$ cat src/rtl/otter_pkg.sv
// -----------------------------------------------------------------------------
// otter_pkg
// Shared definitions for the OTTER pipeline control slice.
//   opcode_t      : RV32I major opcodes seen by decode
//   hz_state_t    : hazard sequencer states (RUN, SQUASH, HOLD)
//   PC_SEL_*      : execute-stage PC source select encodings
// -----------------------------------------------------------------------------
package otter_pkg;

  typedef enum logic [6:0] {
    OP_LUI    = 7'b0110111,
    OP_AUIPC  = 7'b0010111,
    OP_JAL    = 7'b1101111,
    OP_JALR   = 7'b1100111,
    OP_BRANCH = 7'b1100011,
    OP_LOAD   = 7'b0000011,
    OP_STORE  = 7'b0100011,
    OP_IMM    = 7'b0010011,
    OP_REG    = 7'b0110011,
    OP_SYS    = 7'b1110011
  } opcode_t;

  // Encodings are fixed so the debug state output is stable across builds.
  typedef enum logic [1:0] {
    RUN    = 2'd0,
    SQUASH = 2'd1,
    HOLD   = 2'd2
  } hz_state_t;

  localparam logic [1:0] PC_SEL_SEQ    = 2'd0;
  localparam logic [1:0] PC_SEL_JALR   = 2'd1;
  localparam logic [1:0] PC_SEL_BRANCH = 2'd2;
  localparam logic [1:0] PC_SEL_JAL    = 2'd3;

endpackage

$ cat src/rtl/otter_sat_counter.sv
// -----------------------------------------------------------------------------
// otter_sat_counter
// Saturating up-counter with synchronous clear. Clear wins over increment.
//   clk : clock
//   clr : synchronous clear to zero
//   inc : increment by one, holding at all-ones
//   q   : count value
// -----------------------------------------------------------------------------
module otter_sat_counter #(
  parameter int W = 32
) (
  input  logic         clk,
  input  logic         clr,
  input  logic         inc,
  output logic [W-1:0] q
);

  localparam logic [W-1:0] ONE = 1;

  always_ff @(posedge clk) begin
    if (clr) begin
      q <= '0;
    end else if (inc && (q != '1)) begin
      q <= q + ONE;
    end
  end

endmodule

$ cat src/rtl/otter_hazard_ctrl.sv
// -----------------------------------------------------------------------------
// otter_hazard_ctrl
// Central stall/squash sequencer for the 5-stage OTTER pipeline.
//   CLK, RESET              : clock, synchronous active-high reset
//   de_rs1/rs2_addr/_used   : decode-stage source registers and use flags
//   ex_rd_addr, ex_mem_read : execute-stage destination and load flag
//   ex_pc_sel               : execute redirect select (nonzero = taken)
//   mem_stall               : data memory not ready, freeze everything
//   clr_cnt                 : synchronous clear of performance counters
//   pc_write, fetch_rd      : PC load and IMEM read enables
//   if_de_en .. mem_wb_en   : pipeline register enables
//   if_flush, de_flush      : NOP / bubble injection into IF/DE, DE/EX
//   state_o                 : current FSM state (debug)
//   cnt_lu/redir/mstall     : saturating hazard counters
// Every control output is combinational from state and inputs and applies
// to the clock edge that closes the current cycle: an enable of 1 means the
// register captures at that edge, a flush of 1 means it captures a bubble.
// -----------------------------------------------------------------------------
module otter_hazard_ctrl
  import otter_pkg::*;
#(
  parameter int CNT_W        = 32,
  parameter int REDIR_SQUASH = 1
) (
  input  logic             CLK,
  input  logic             RESET,
  input  logic [4:0]       de_rs1_addr,
  input  logic [4:0]       de_rs2_addr,
  input  logic             de_rs1_used,
  input  logic             de_rs2_used,
  input  logic [4:0]       ex_rd_addr,
  input  logic             ex_mem_read,
  input  logic [1:0]       ex_pc_sel,
  input  logic             mem_stall,
  input  logic             clr_cnt,
  output logic             pc_write,
  output logic             fetch_rd,
  output logic             if_de_en,
  output logic             if_flush,
  output logic             de_ex_en,
  output logic             de_flush,
  output logic             ex_mem_en,
  output logic             mem_wb_en,
  output logic [1:0]       state_o,
  output logic [CNT_W-1:0] cnt_lu,
  output logic [CNT_W-1:0] cnt_redir,
  output logic [CNT_W-1:0] cnt_mstall
);

  localparam logic [1:0] SQ_RELOAD = (REDIR_SQUASH > 0) ? 2'(REDIR_SQUASH - 1) : 2'd0;
  localparam hz_state_t  REDIR_NEXT = (REDIR_SQUASH > 0) ? SQUASH : RUN;

  hz_state_t  state, ret_state, eff_state;
  logic [1:0] sq_cnt, ret_sq, eff_sq;
  logic       load_use, redirect;
  logic       inc_lu, inc_redir, inc_mstall;

  assign load_use = ex_mem_read && (ex_rd_addr != 5'd0) &&
                    ((de_rs1_used && (de_rs1_addr == ex_rd_addr)) ||
                     (de_rs2_used && (de_rs2_addr == ex_rd_addr)));
  assign redirect = (ex_pc_sel != PC_SEL_SEQ);
  assign state_o  = state;

  always_comb begin
    // Leaving HOLD resumes the saved state's rules in the same cycle.
    eff_state = state;
    eff_sq    = sq_cnt;
    if (state == HOLD) begin
      eff_state = ret_state;
      eff_sq    = ret_sq;
    end

    pc_write   = 1'b1;
    fetch_rd   = 1'b1;
    if_de_en   = 1'b1;
    if_flush   = 1'b0;
    de_ex_en   = 1'b1;
    de_flush   = 1'b0;
    ex_mem_en  = 1'b1;
    mem_wb_en  = 1'b1;
    inc_lu     = 1'b0;
    inc_redir  = 1'b0;
    inc_mstall = 1'b0;

    if (RESET) begin
      // free-running pipeline, no flushes, no counting
    end else if (mem_stall) begin
      pc_write   = 1'b0;
      fetch_rd   = 1'b0;
      if_de_en   = 1'b0;
      de_ex_en   = 1'b0;
      ex_mem_en  = 1'b0;
      mem_wb_en  = 1'b0;
      inc_mstall = 1'b1;
    end else if (redirect) begin
      // Also covers a redirect seen while squashing: counted and reloaded.
      if_flush  = 1'b1;
      de_flush  = 1'b1;
      inc_redir = 1'b1;
    end else if (eff_state == SQUASH) begin
      if_flush = 1'b1;
      de_flush = 1'b1;
    end else if (load_use) begin
      pc_write = 1'b0;
      fetch_rd = 1'b0;
      if_de_en = 1'b0;
      de_flush = 1'b1;
      inc_lu   = 1'b1;
    end
  end

  always_ff @(posedge CLK) begin
    if (RESET) begin
      state     <= RUN;
      sq_cnt    <= 2'd0;
      ret_state <= RUN;
      ret_sq    <= 2'd0;
    end else if (mem_stall) begin
      state <= HOLD;
      // Only capture on entry so a long stall keeps the original context.
      if (state != HOLD) begin
        ret_state <= state;
        ret_sq    <= sq_cnt;
      end
    end else if (redirect) begin
      state  <= REDIR_NEXT;
      sq_cnt <= SQ_RELOAD;
    end else if (eff_state == SQUASH) begin
      if (eff_sq == 2'd0) begin
        state  <= RUN;
        sq_cnt <= 2'd0;
      end else begin
        state  <= SQUASH;
        sq_cnt <= eff_sq - 2'd1;
      end
    end else begin
      state  <= RUN;
      sq_cnt <= 2'd0;
    end
  end

  otter_sat_counter #(.W(CNT_W)) u_cnt_lu (
    .clk (CLK), .clr (RESET | clr_cnt), .inc (inc_lu), .q (cnt_lu)
  );

  otter_sat_counter #(.W(CNT_W)) u_cnt_redir (
    .clk (CLK), .clr (RESET | clr_cnt), .inc (inc_redir), .q (cnt_redir)
  );

  otter_sat_counter #(.W(CNT_W)) u_cnt_mstall (
    .clk (CLK), .clr (RESET | clr_cnt), .inc (inc_mstall), .q (cnt_mstall)
  );

endmodule
$ cat config.mk
export PLATFORM = sky130hd
export DESIGN_NAME = otter_hazard_ctrl
export DESIGN_NICKNAME = d
export VERILOG_FILES = /design/src/rtl/otter_pkg.sv /design/src/rtl/otter_sat_counter.sv /design/src/rtl/otter_hazard_ctrl.sv
export SDC_FILE = /design/constraint.sdc
export NUM_CORES = 1
export LEC_CHECK = 0
export BUFFER_PORTS_ARGS = -buffer_cell sky130_fd_sc_hd__buf_2
export CORE_MARGIN = 10
export CORE_UTILIZATION = 33
export DETAILED_ROUTE_END_ITERATION = 16
export SETUP_SLACK_MARGIN = 0.2
export SYNTH_ARGS = -nofsm -noshare
export SYNTH_HDL_FRONTEND = slang
export SYNTH_SLANG_ARGS = --single-unit
$ cat constraint.sdc
create_clock -name CLK -period 3.1 [get_ports CLK]
set_input_delay 0.31 -clock CLK [delete_from_list [all_inputs] [get_ports CLK]]
set_output_delay 0.31 -clock CLK [all_outputs]
set_load 0.02 [all_outputs]
==> metrics.md <==
| Metric | Value |
|---|---|
| Status | `completed` |
| FF-to-FF path depth | `7` |
| PostCTS Resize Cnt | `0` |
| Final hold vios | `0` |
| Area contributors post-synth | `dfxtp_1 40%, xnor2_1 5.5%, nor2_1 5.2%` |
| Post-layout min period | `approximately 2400 ps` |
| Crit path max fanout | `21` |
| Number of flops mapped to enable cells by yosys | `0` |
| CP Capture Type | `flip-flop` |
| Post-synth top cells | `104 x dfxtp_1, 73 x nor2_1, 56 x nand2_1` |
| Placer Congestion | `0.771` |
| Syn-to-layout area delta | `22.0%` |
| Fillcell total | `between 1,500 and 2,000` |
| H-tree lvl count | `3` |
| Pleak | `about 2.3 nW` |
| Cts hold-fix bufs | `0` |
| Clock sinks | `about 100` |
| DR vias/cell | `slightly above 5` |
| Hold path startpoint | `RESET` |
| Worst EP arrival | `2630 ps` |
| Grt total ovfl | `0` |
| Max Clock Freq | `around 420 MHz` |
| Setup CP Type | `flip-flop to flip-flop` |
| Post-Route Skew | `approximately 8.0 ps` |
| Seq/Total Area, Yosys | `approximately 40%` |
| Final WL | `about 14,000 um` |
| Mapped Nets | `around 670` |
| Worst-Margin Slew | `854 ps` |
| Layout cells sized above 1 | `22.5%` |
| Setup-failing EPs final | `0` |
| Largest net degree at the start of global routing | `53` |
| Post-DRT Antenna Nets | `0` |
| Tcrit/Tclk final | `~77%` |
| Worst R2R Start | `u_cnt_redir.q[0]` |
| Root Buffer | `clkbuf_16` |
| Flops & latches, synth | `~100` |
| Mapped Area | `around 0.0052 mm^2` |
| Fin util | `41.4%` |
| Initial Util | `roughly 34%` |
| Hold Crit Depth | `2` |
| Gr usage total | `a little over an eighth` |
| Cell taking the most area after synthesis | `dfxtp_1` |
| Vias in the first global route | `approximately 4,700` |
| First-pass GRT wire length | `24,300 um` |
| Wire per inst | `14.8 um` |
| Buffers on Ports | `approximately 130` |
| Slew HR | `42.5%` |
| Max Slew Vio Count | `0` |
| Initial antenna violation count | `0` |
| Ys flop type | `dfxtp_1` |
| DRC viols | `0` |
| Register Area | `roughly 0.0021 mm^2` |
| CP Data Required Time | `roughly 3300 ps` |
| Worst flop-to-flop path endpoint | `u_cnt_redir.q[29]` |
| Critical path startpoint category | `flip-flop` |
| TritonCTS clock tree | `yes` |
| RSZ-0062 raised after global routing | `false` |
| Share of the synthesized area in the top cell type | `roughly two fifths` |
| Area of the multi-input gates | `just under 0.003 mm^2` |
| Core Box Area | `between 0.015 and 0.02 mm^2` |
| Total number of vias | `approximately 5,000` |
| Power per cell area | `roughly 420 mW/mm^2` |
| Synth warnings | `0` |
| I/O pin cnt | `130` |
| Post-DP HPWL | `~11,000 um` |
| Die W | `around 150 um` |
| CTS max path bufs | `2` |
| Nets | `783` |
| R2R setup slack | `slightly above 700 ps` |
| Most common cell in the netlist | `dfxtp_1` |
| HP Class | `primary input to flip-flop` |
| Die Area | `~0.021 mm^2` |
| CTS buffer count | `9` |
| Async SR Flop Fraction | `0%` |
| Synth unique cells | `56` |
| Post-Syn Area per Cell | `8.17 um^2` |
| # rows | `45` |
| Diodes inserted | `0` |
| DR pass1 iterations | `4` |
| DRT iter0 DRCs | `272` |
| Peak VDD IR | `320 uV` |
| Vert. Die Dim | `~150 um` |
| Clk_lat worst skew | `around 350 ps` |
| Setup TNS | `0 ps` |
| Syn Inst Count | `~640` |
| Maxcap violations | `0` |
| Endpoint, Worst Hold | `ret_sq[0]` |
| Post-CTS Setup Bufs | `0` |
| Clock Pin Slew Worst Setup and Hold Paths | `roughly 70 ps` |
[report_power, final]
| group | switching, W | internal [W] | leakage [nW] |
|---|---|---|---|
| Sequential | 0.00000375 | 0.00134 | 0.838 |
| Combinational | 0.0000737 | 0.0000438 | 1.31 |
| Clock | 0.000519 | 0.000693 | 0.155 |
[critical path: stages, from the launching register on]
cell and delay [ps]:
dfxtp_1 350, ha_1 240, and4_1 230, and3_1 190, and4_1 420, nor3_2 480, a31oi_1 150, a41o_1 210
[cells by family (layout without fill, tap and decap cells)]
kind of cell	count (synthesis)	in the layout	share of synthesized area [%]
adders and majority gates	3	3	0.719
buffers and inverters	42	164	3.83
and+or+nand+nor	329	329	33.7
muxes	8	8	1.56
AOI/OAI and AO/OA	97	97	11.0
DFF	104	104	39.9
xor gates and xnor gates	56	56	9.40
[stage by stage]
step                      hold WS (ps)  area (um^2)  total power (W)  setup slack (ps)  instances
after global placement             448         6050          0.00149               640        956
after global routing               280         6370          0.00277               454        972
after floorplan                    436         5220          0.00145               796        639
after CTS                          255         6370          0.00272               712        972
final                              264         6370          0.00267               715        972
after detailed placement           449         6050          0.00149               630        956
[flip-flops by register name, summed over array words and instances, names as in the netlist]
signal / flops
ret_sq: 2
ret_state: 2
sq_cnt: 2
state_o: 2
u_cnt_lu.q: 32
u_cnt_mstall.q: 32
u_cnt_redir.q: 32
[cell type report]
cell class	instances	share of cell area [%]
multi-input cells	493	46.1
flip-flops and latches	104	32.7
repair buffers	136	11.4
clock buffers	12	4.18
well taps	211	4.14
clock inverters	4	0.805
inverters	12	0.707
[cell usage in the layout, fill, tap and decap left out, types with 9 or more instances in the layout]
master,count
a21oi_1,40
buf_2,129
clkbuf_16,9
dfxtp_1,104
inv_1,11
nand2_1,56
nand3_1,41
nand4_1,29
nor2_1,73
nor3_1,22
o21ai_0,31
or3_1,38
or4_1,10
xnor2_1,33
xor2_1,23
[metal layers]
layer  GRT usage (%)  wire length (um)  vias to the layer above
met5               0                 0                        -
met4            3.13               123                        0
met3            4.56               963                       10
met2            20.6              6180                      123
met1            17.5              7160                     2284
li1                -                 -                     2525
[worst max-delay path by stage]
stage	start	end	slack, ps
after floorplan	u_cnt_lu.q[0]	u_cnt_lu.q[0]	800
after CTS	u_cnt_mstall.q[12]	u_cnt_mstall.q[11]	710
final	u_cnt_redir.q[0]	u_cnt_redir.q[29]	710
after detailed placement	RESET	u_cnt_redir.q[29]	630
after global placement	RESET	u_cnt_redir.q[29]	640
after global routing	u_cnt_lu.q[15]	u_cnt_lu.q[28]	450
Note: power is estimated with default switching activity, not from simulation.
